### src/rtl/mmio_uart_tx.sv
// mmio_uart_tx: memory-mapped UART transmitter (TX FIFO + programmable baud divider, 8N1).
// Define UART_TX_PARITY_EN to insert an even-parity bit after the data bits and set STATUS[8].

module mmio_uart_tx #(
   parameter int          FIFO_DEPTH  = 8,
   parameter logic [15:0] DIV_DEFAULT = 16'd868
) (
   input  logic        clk,
   input  logic        reset,
   input  logic        bus_sel,
   input  logic        bus_we,
   input  logic [3:0]  bus_addr,
   input  logic [31:0] bus_wdata,
   output logic [31:0] bus_rdata,
   output logic        tx,
   output logic        irq_empty,
   output logic [2:0]  dbg_state
);

   localparam int PW = $clog2(FIFO_DEPTH);
   localparam int CW = PW + 1;

`ifdef UART_TX_PARITY_EN
   localparam logic PAR_FLAG = 1'b1;
`else
   localparam logic PAR_FLAG = 1'b0;
`endif

   typedef enum logic [2:0] {
      IDLE   = 3'd0,
      START  = 3'd1,
      DATA   = 3'd2,
      PARITY = 3'd3,
      STOP   = 3'd4
   } state_e;

   state_e          state_q, state_d;
   logic [15:0]     cnt_q, cnt_d;
   logic [15:0]     div_q, div_d;
   logic [15:0]     div_act_q, div_act_d;
   logic [7:0]      shift_q, shift_d;
   logic [2:0]      bit_idx_q, bit_idx_d;
   logic            par_q, par_d;
   logic            tx_q, tx_d;
   logic            ovf_q, ovf_d;
   logic [PW-1:0]   wr_ptr_q, wr_ptr_d;
   logic [PW-1:0]   rd_ptr_q, rd_ptr_d;
   logic [CW-1:0]   count_q, count_d;
   logic [7:0]      mem_q [FIFO_DEPTH];

   logic            wr_en, push_req, push, pop, bit_tick;
   logic            full, empty, busy;
   logic [3:0]      count_nib;
   logic [31:0]     status;
   logic            unused_wdata;

   // Bus handshake: a bus_sel&bus_we strobe is always accepted in the cycle it
   // is presented (no ready); a TXDATA push into a full FIFO is dropped and
   // recorded in the sticky overflow flag instead of stalling the core.
   assign wr_en    = bus_sel & bus_we;
   assign push_req = wr_en && (bus_addr == 4'h0);
   assign push     = push_req && (count_q < CW'(FIFO_DEPTH));
   assign pop      = (state_q == IDLE) && (count_q != '0);
   assign bit_tick = (state_q != IDLE) && (cnt_q == div_act_q - 16'd1);

   assign full      = (count_q == CW'(FIFO_DEPTH));
   assign empty     = (count_q == '0);
   assign busy      = (state_q != IDLE);
   assign count_nib = 4'(count_q);
   assign status    = {23'd0, PAR_FLAG, count_nib, ovf_q, busy, empty, full};

   assign unused_wdata = ^bus_wdata[31:16];

   always_comb begin
      wr_ptr_d = push ? wr_ptr_q + PW'(1) : wr_ptr_q;
      rd_ptr_d = pop  ? rd_ptr_q + PW'(1) : rd_ptr_q;
      count_d  = count_q;
      if (push && !pop)      count_d = count_q + CW'(1);
      else if (!push && pop) count_d = count_q - CW'(1);

      ovf_d = ovf_q;
      if (push_req && !push)                             ovf_d = 1'b1;
      else if (wr_en && bus_addr == 4'h4 && bus_wdata[3]) ovf_d = 1'b0;

      div_d = div_q;
      if (wr_en && bus_addr == 4'h8)
         div_d = (bus_wdata[15:0] == 16'd0) ? 16'd1 : bus_wdata[15:0];

      // A divisor change only takes effect at a bit boundary or while idle.
      div_act_d = (state_q == IDLE || bit_tick) ? div_q : div_act_q;
   end

   always_comb begin
      state_d   = state_q;
      shift_d   = shift_q;
      bit_idx_d = bit_idx_q;
      par_d     = par_q;
      cnt_d     = bit_tick ? 16'd0 : cnt_q + 16'd1;
      case (state_q)
         IDLE: begin
            cnt_d = 16'd0;
            if (pop) begin
               shift_d   = mem_q[rd_ptr_q];
               par_d     = ^mem_q[rd_ptr_q];
               bit_idx_d = 3'd0;
               state_d   = START;
            end
         end
         START: if (bit_tick) state_d = DATA;
         DATA: begin
            if (bit_tick) begin
               shift_d   = {1'b0, shift_q[7:1]};
               bit_idx_d = bit_idx_q + 3'd1;
               if (bit_idx_q == 3'd7) begin
`ifdef UART_TX_PARITY_EN
                  state_d = PARITY;
`else
                  state_d = STOP;
`endif
               end
            end
         end
         PARITY: if (bit_tick) state_d = STOP;
         STOP:   if (bit_tick) state_d = IDLE;
         default: state_d = IDLE;
      endcase

      // tx is registered from the next state so the pin never glitches.
      case (state_d)
         START:   tx_d = 1'b0;
         DATA:    tx_d = shift_d[0];
         PARITY:  tx_d = par_d;
         default: tx_d = 1'b1;
      endcase
   end

   always_ff @(posedge clk or negedge reset) begin
      if (!reset) begin
         state_q   <= IDLE;
         cnt_q     <= 16'd0;
         div_q     <= DIV_DEFAULT;
         div_act_q <= DIV_DEFAULT;
         shift_q   <= 8'd0;
         bit_idx_q <= 3'd0;
         par_q     <= 1'b0;
         tx_q      <= 1'b1;
         ovf_q     <= 1'b0;
         wr_ptr_q  <= '0;
         rd_ptr_q  <= '0;
         count_q   <= '0;
      end else begin
         state_q   <= state_d;
         cnt_q     <= cnt_d;
         div_q     <= div_d;
         div_act_q <= div_act_d;
         shift_q   <= shift_d;
         bit_idx_q <= bit_idx_d;
         par_q     <= par_d;
         tx_q      <= tx_d;
         ovf_q     <= ovf_d;
         wr_ptr_q  <= wr_ptr_d;
         rd_ptr_q  <= rd_ptr_d;
         count_q   <= count_d;
      end
   end

   always_ff @(posedge clk) begin
      if (push) mem_q[wr_ptr_q] <= bus_wdata[7:0];
   end

   always_comb begin
      bus_rdata = 32'd0;
      if (bus_sel) begin
         case (bus_addr)
            4'h4:    bus_rdata = status;
            4'h8:    bus_rdata = {16'd0, div_q};
            default: bus_rdata = 32'd0;
         endcase
      end
   end

   assign tx        = tx_q;
   assign irq_empty = empty && (state_q == IDLE);
   assign dbg_state = state_q;

endmodule
### config.mk
export PLATFORM = sky130hd
export DESIGN_NAME = mmio_uart_tx
export DESIGN_NICKNAME = d
export VERILOG_FILES = /design/src/rtl/mmio_uart_tx.sv
export SDC_FILE = /design/constraint.sdc
export NUM_CORES = 1
export LEC_CHECK = 0
export ABC_CLOCK_PERIOD_IN_PS = 4200
export CAP_MARGIN = 15
export CORE_UTILIZATION = 56
export DETAILED_ROUTE_END_ITERATION = 7
export GPL_TIMING_DRIVEN = 1
export PLACE_DENSITY_LB_ADDON = 0.15
export SKIP_CTS_REPAIR_TIMING = 1
export SYNTH_ARGS = -nofsm -noshare
export SYNTH_HDL_FRONTEND = slang
export SYNTH_SLANG_ARGS = --single-unit
### constraint.sdc
create_clock -name clk -period 4.2 [get_ports clk]
set_input_delay 0.84 -clock clk [delete_from_list [all_inputs] [get_ports clk]]
set_output_delay 0.84 -clock clk [all_outputs]
set_load 0.05 [all_outputs]
==> summary.txt <==
status - finished, violations left
failing checks - design-rule violations
Layout Nets - 622
Highest Signal Layer - met4
filler cell count - 818
Period minus WS final - 3.63 ns
HP Start - par_q
Syn Inst Count - 525
Post-DRT Antenna Nets - 0
Slew HR - 37.6%
Fmax - 0.275 GHz
Reg2Reg Setup Slack - 0.57 ns
Final setup viols - 0
syn avg cell area - 12.7 sq um
Yosys reg bits - 139
CTS tree - built
clk slew on worst S/H paths - 0.06 ns
core area - 11500 sq um
Hold EP - par_q
Area Overhead vs Synth - 18.0%
Post-Layout Cell Count - 728
setup tns final - 0 ns
placed cells - 696
Post-synth EDFFs - 64
commonest cells in the netlist - dfrtp_1 (64), edfxtp_1 (64), nor2_1 (43)
Reg2Reg Depth - 9
met3 WL - 724 um
clock skew - 0.0107 ns
GRT Overall Usage - 23.9%
Initial Util - 58.0%
crit path DAT - 3.94 ns
CTS root buf - clkbuf_16
Fin. Hold Viols - 0
FF-to-FF Start - div_act_q[0]
CP Data Required Time - 4.50 ns
Seq/Total Area, Yosys - 57.1%
gr ovfl total - 0
synthesized area - 6680 sq um
Die Area - 12400 sq um
Clock Path Buffers - 2
max_cap viols - 0
IO Pins - 77
reg2reg end - div_act_q[7]
CP startpoint kind - flop
# rows - 39
CP Max Fanout - 24
DR iter-0 viols - 387
Antenna Cells - 0
DRT met1 WL - 6180 um
Die W - 111 um
ratio of cells with drive above 1 in the final layout - 19.1%
WL final - 13200 um
CTS sink cnt - 139
PwrDens - 395 nW/um^2
Yosys cell types - 58
final HPWL from detailed placement - 8920 um
DRC - 14
Synth Flop Type - edfxtp_1
Worst IR Drop VDD - 0.000346 V
first-pass detailed-route iteration total - 7
Synth warnings - 0
period utilisation layout - 86.5%
Die Ht - 111 um
Worst Tran Pin Value - 0.937 ns
Yosys top cell area share - 28.8%
worst hold path type - reg -> reg
# H-tree levels - 4
largest cells by area after synthesis - edfxtp_1 (29%), dfrtp_1 (24%), dfstp_2 (4.3%)
TritonCTS Buffers - 17
Crit. End Element - flop
wire length of the first global-routing pass - 22100 um
largest area contributor in the netlist - edfxtp_1
critical path class - reg -> reg
number of global-route vias before repair - 4268
asr flop ratio synth - 54.0%
initial antenna violation count - 0
drt wl/cell - 18.2 um
PortBufs - 44
drt via density - 5.79
Pleak - 3.21 nW
Worst Hold Depth - 2
pin count of the biggest net entering global routing - 76
GPL Wtd Cong - 0.847
fin util - 68.5%
via count of the routed design - 4212
RSZ-0062 raised after global routing - no
max-slew violations - 0
clk_lat worst skew - 0.42 ns
WL met2 - 6180 um
[state kept, by name (all words and copies together) (netlist names)]
signal     cells
dbg_state      3
rd_ptr_q       3
bit_idx_q      3
count_nib      4
div_act_q     16
ovf_q          1
tx             1
par_q          1
mem_q         64
wr_ptr_q       3
div_q         16
shift_q        8
cnt_q         16
[report_power, final]
part | switching, mW | internal (mW) | leakage [nW]
clock | 0.573 | 0.874 | 0.280
combinational | 0.0941 | 0.0667 | 1.42
sequential | 0.0362 | 1.47 | 1.51
[logic make-up after synthesis]
group	count (synthesis)	share of synthesized area, %
compound gates	64	6.80
xor+xnor	50	6.56
fa+ha+maj	10	1.99
buf+inv	48	4.33
flops	139	57.1
mux	57	11.0
other cells	1	0.0561
simple gates	156	12.2
[worst max-delay path by stage]
stage / start / end / slack [ns] / cells after the start
2_1_floorplan: dbg_state[2] / count_nib[3] / 1.10 / 12
3_3_place_gp: div_act_q[3] / div_act_q[15] / 0.64 / 7
3_5_place_dp: bus_addr[1] / count_nib[3] / 0.59 / 14
4_1_cts: div_act_q[0] / div_act_q[7] / 0.56 / 9
5_1_grt: div_act_q[0] / div_act_q[7] / 0.38 / 9
6_report: div_act_q[0] / div_act_q[7] / 0.57 / 9
[layer usage]
| layer | vias to the layer above | track usage (%) |
|---|---|---|
| met1 | 2101 | 33.0 |
| li1 | 1984 | - |
| met4 | 0 | 9.01 |
| met2 | 109 | 36.1 |
| met3 | 18 | 6.56 |
| met5 | - | 0 |
[metrics by stage]
step | hold slack (ns) | total power, mW | instance area, sq um | worst slack (ns)
3_3_place_gp | 0.458 | 1.69 | 7310 | 0.638
3_5_place_dp | 0.479 | 1.69 | 7310 | 0.585
5_1_grt | 0.508 | 3.21 | 7880 | 0.378
6_report | 0.491 | 3.11 | 7880 | 0.567
2_1_floorplan | 0.446 | 1.62 | 6740 | 1.10
4_1_cts | 0.494 | 3.14 | 7880 | 0.558
[critical path, stage by stage (launching register included)]
cell      delay [ns]
dfrtp_1         0.42
inv_1           0.09
ha_1            0.28
nor3b_1         0.45
a21oi_1         0.17
or4_1           0.59
nor4_1          0.19
and4b_1         0.48
nand2b_4        0.44
mux2_2          0.39
[cell usage in the layout (no fill, tap or decap), types with 10 or more instances in the layout]
cell             count
dfrtp_1             64
edfxtp_1            64
nor2_1              43
xnor2_1             31
nand2_1             30
clkdlybuf4s50_1     28
mux2_2              24
xor2_1              19
mux2i_1             18
clkbuf_16           17
conb_1              16
buf_12              15
a21oi_1             13
nand3_1             13
nor4_1              11
dfstp_2             11
nor3_1              10
o22ai_1             10
[layout make-up]
cell class | count | area [sq um] | area share (%)
clock buffers | 18 | 429 | 5.44
repair buffers | 52 | 648 | 8.22
inverters | 9 | 33.8 | 0.429
clock inverters | 14 | 143 | 1.81
well taps | 143 | 179 | 2.27
multi-input cells | 353 | 2640 | 33.5
flip-flops and latches | 139 | 3810 | 48.4
(Power assumes the default switching activity.)
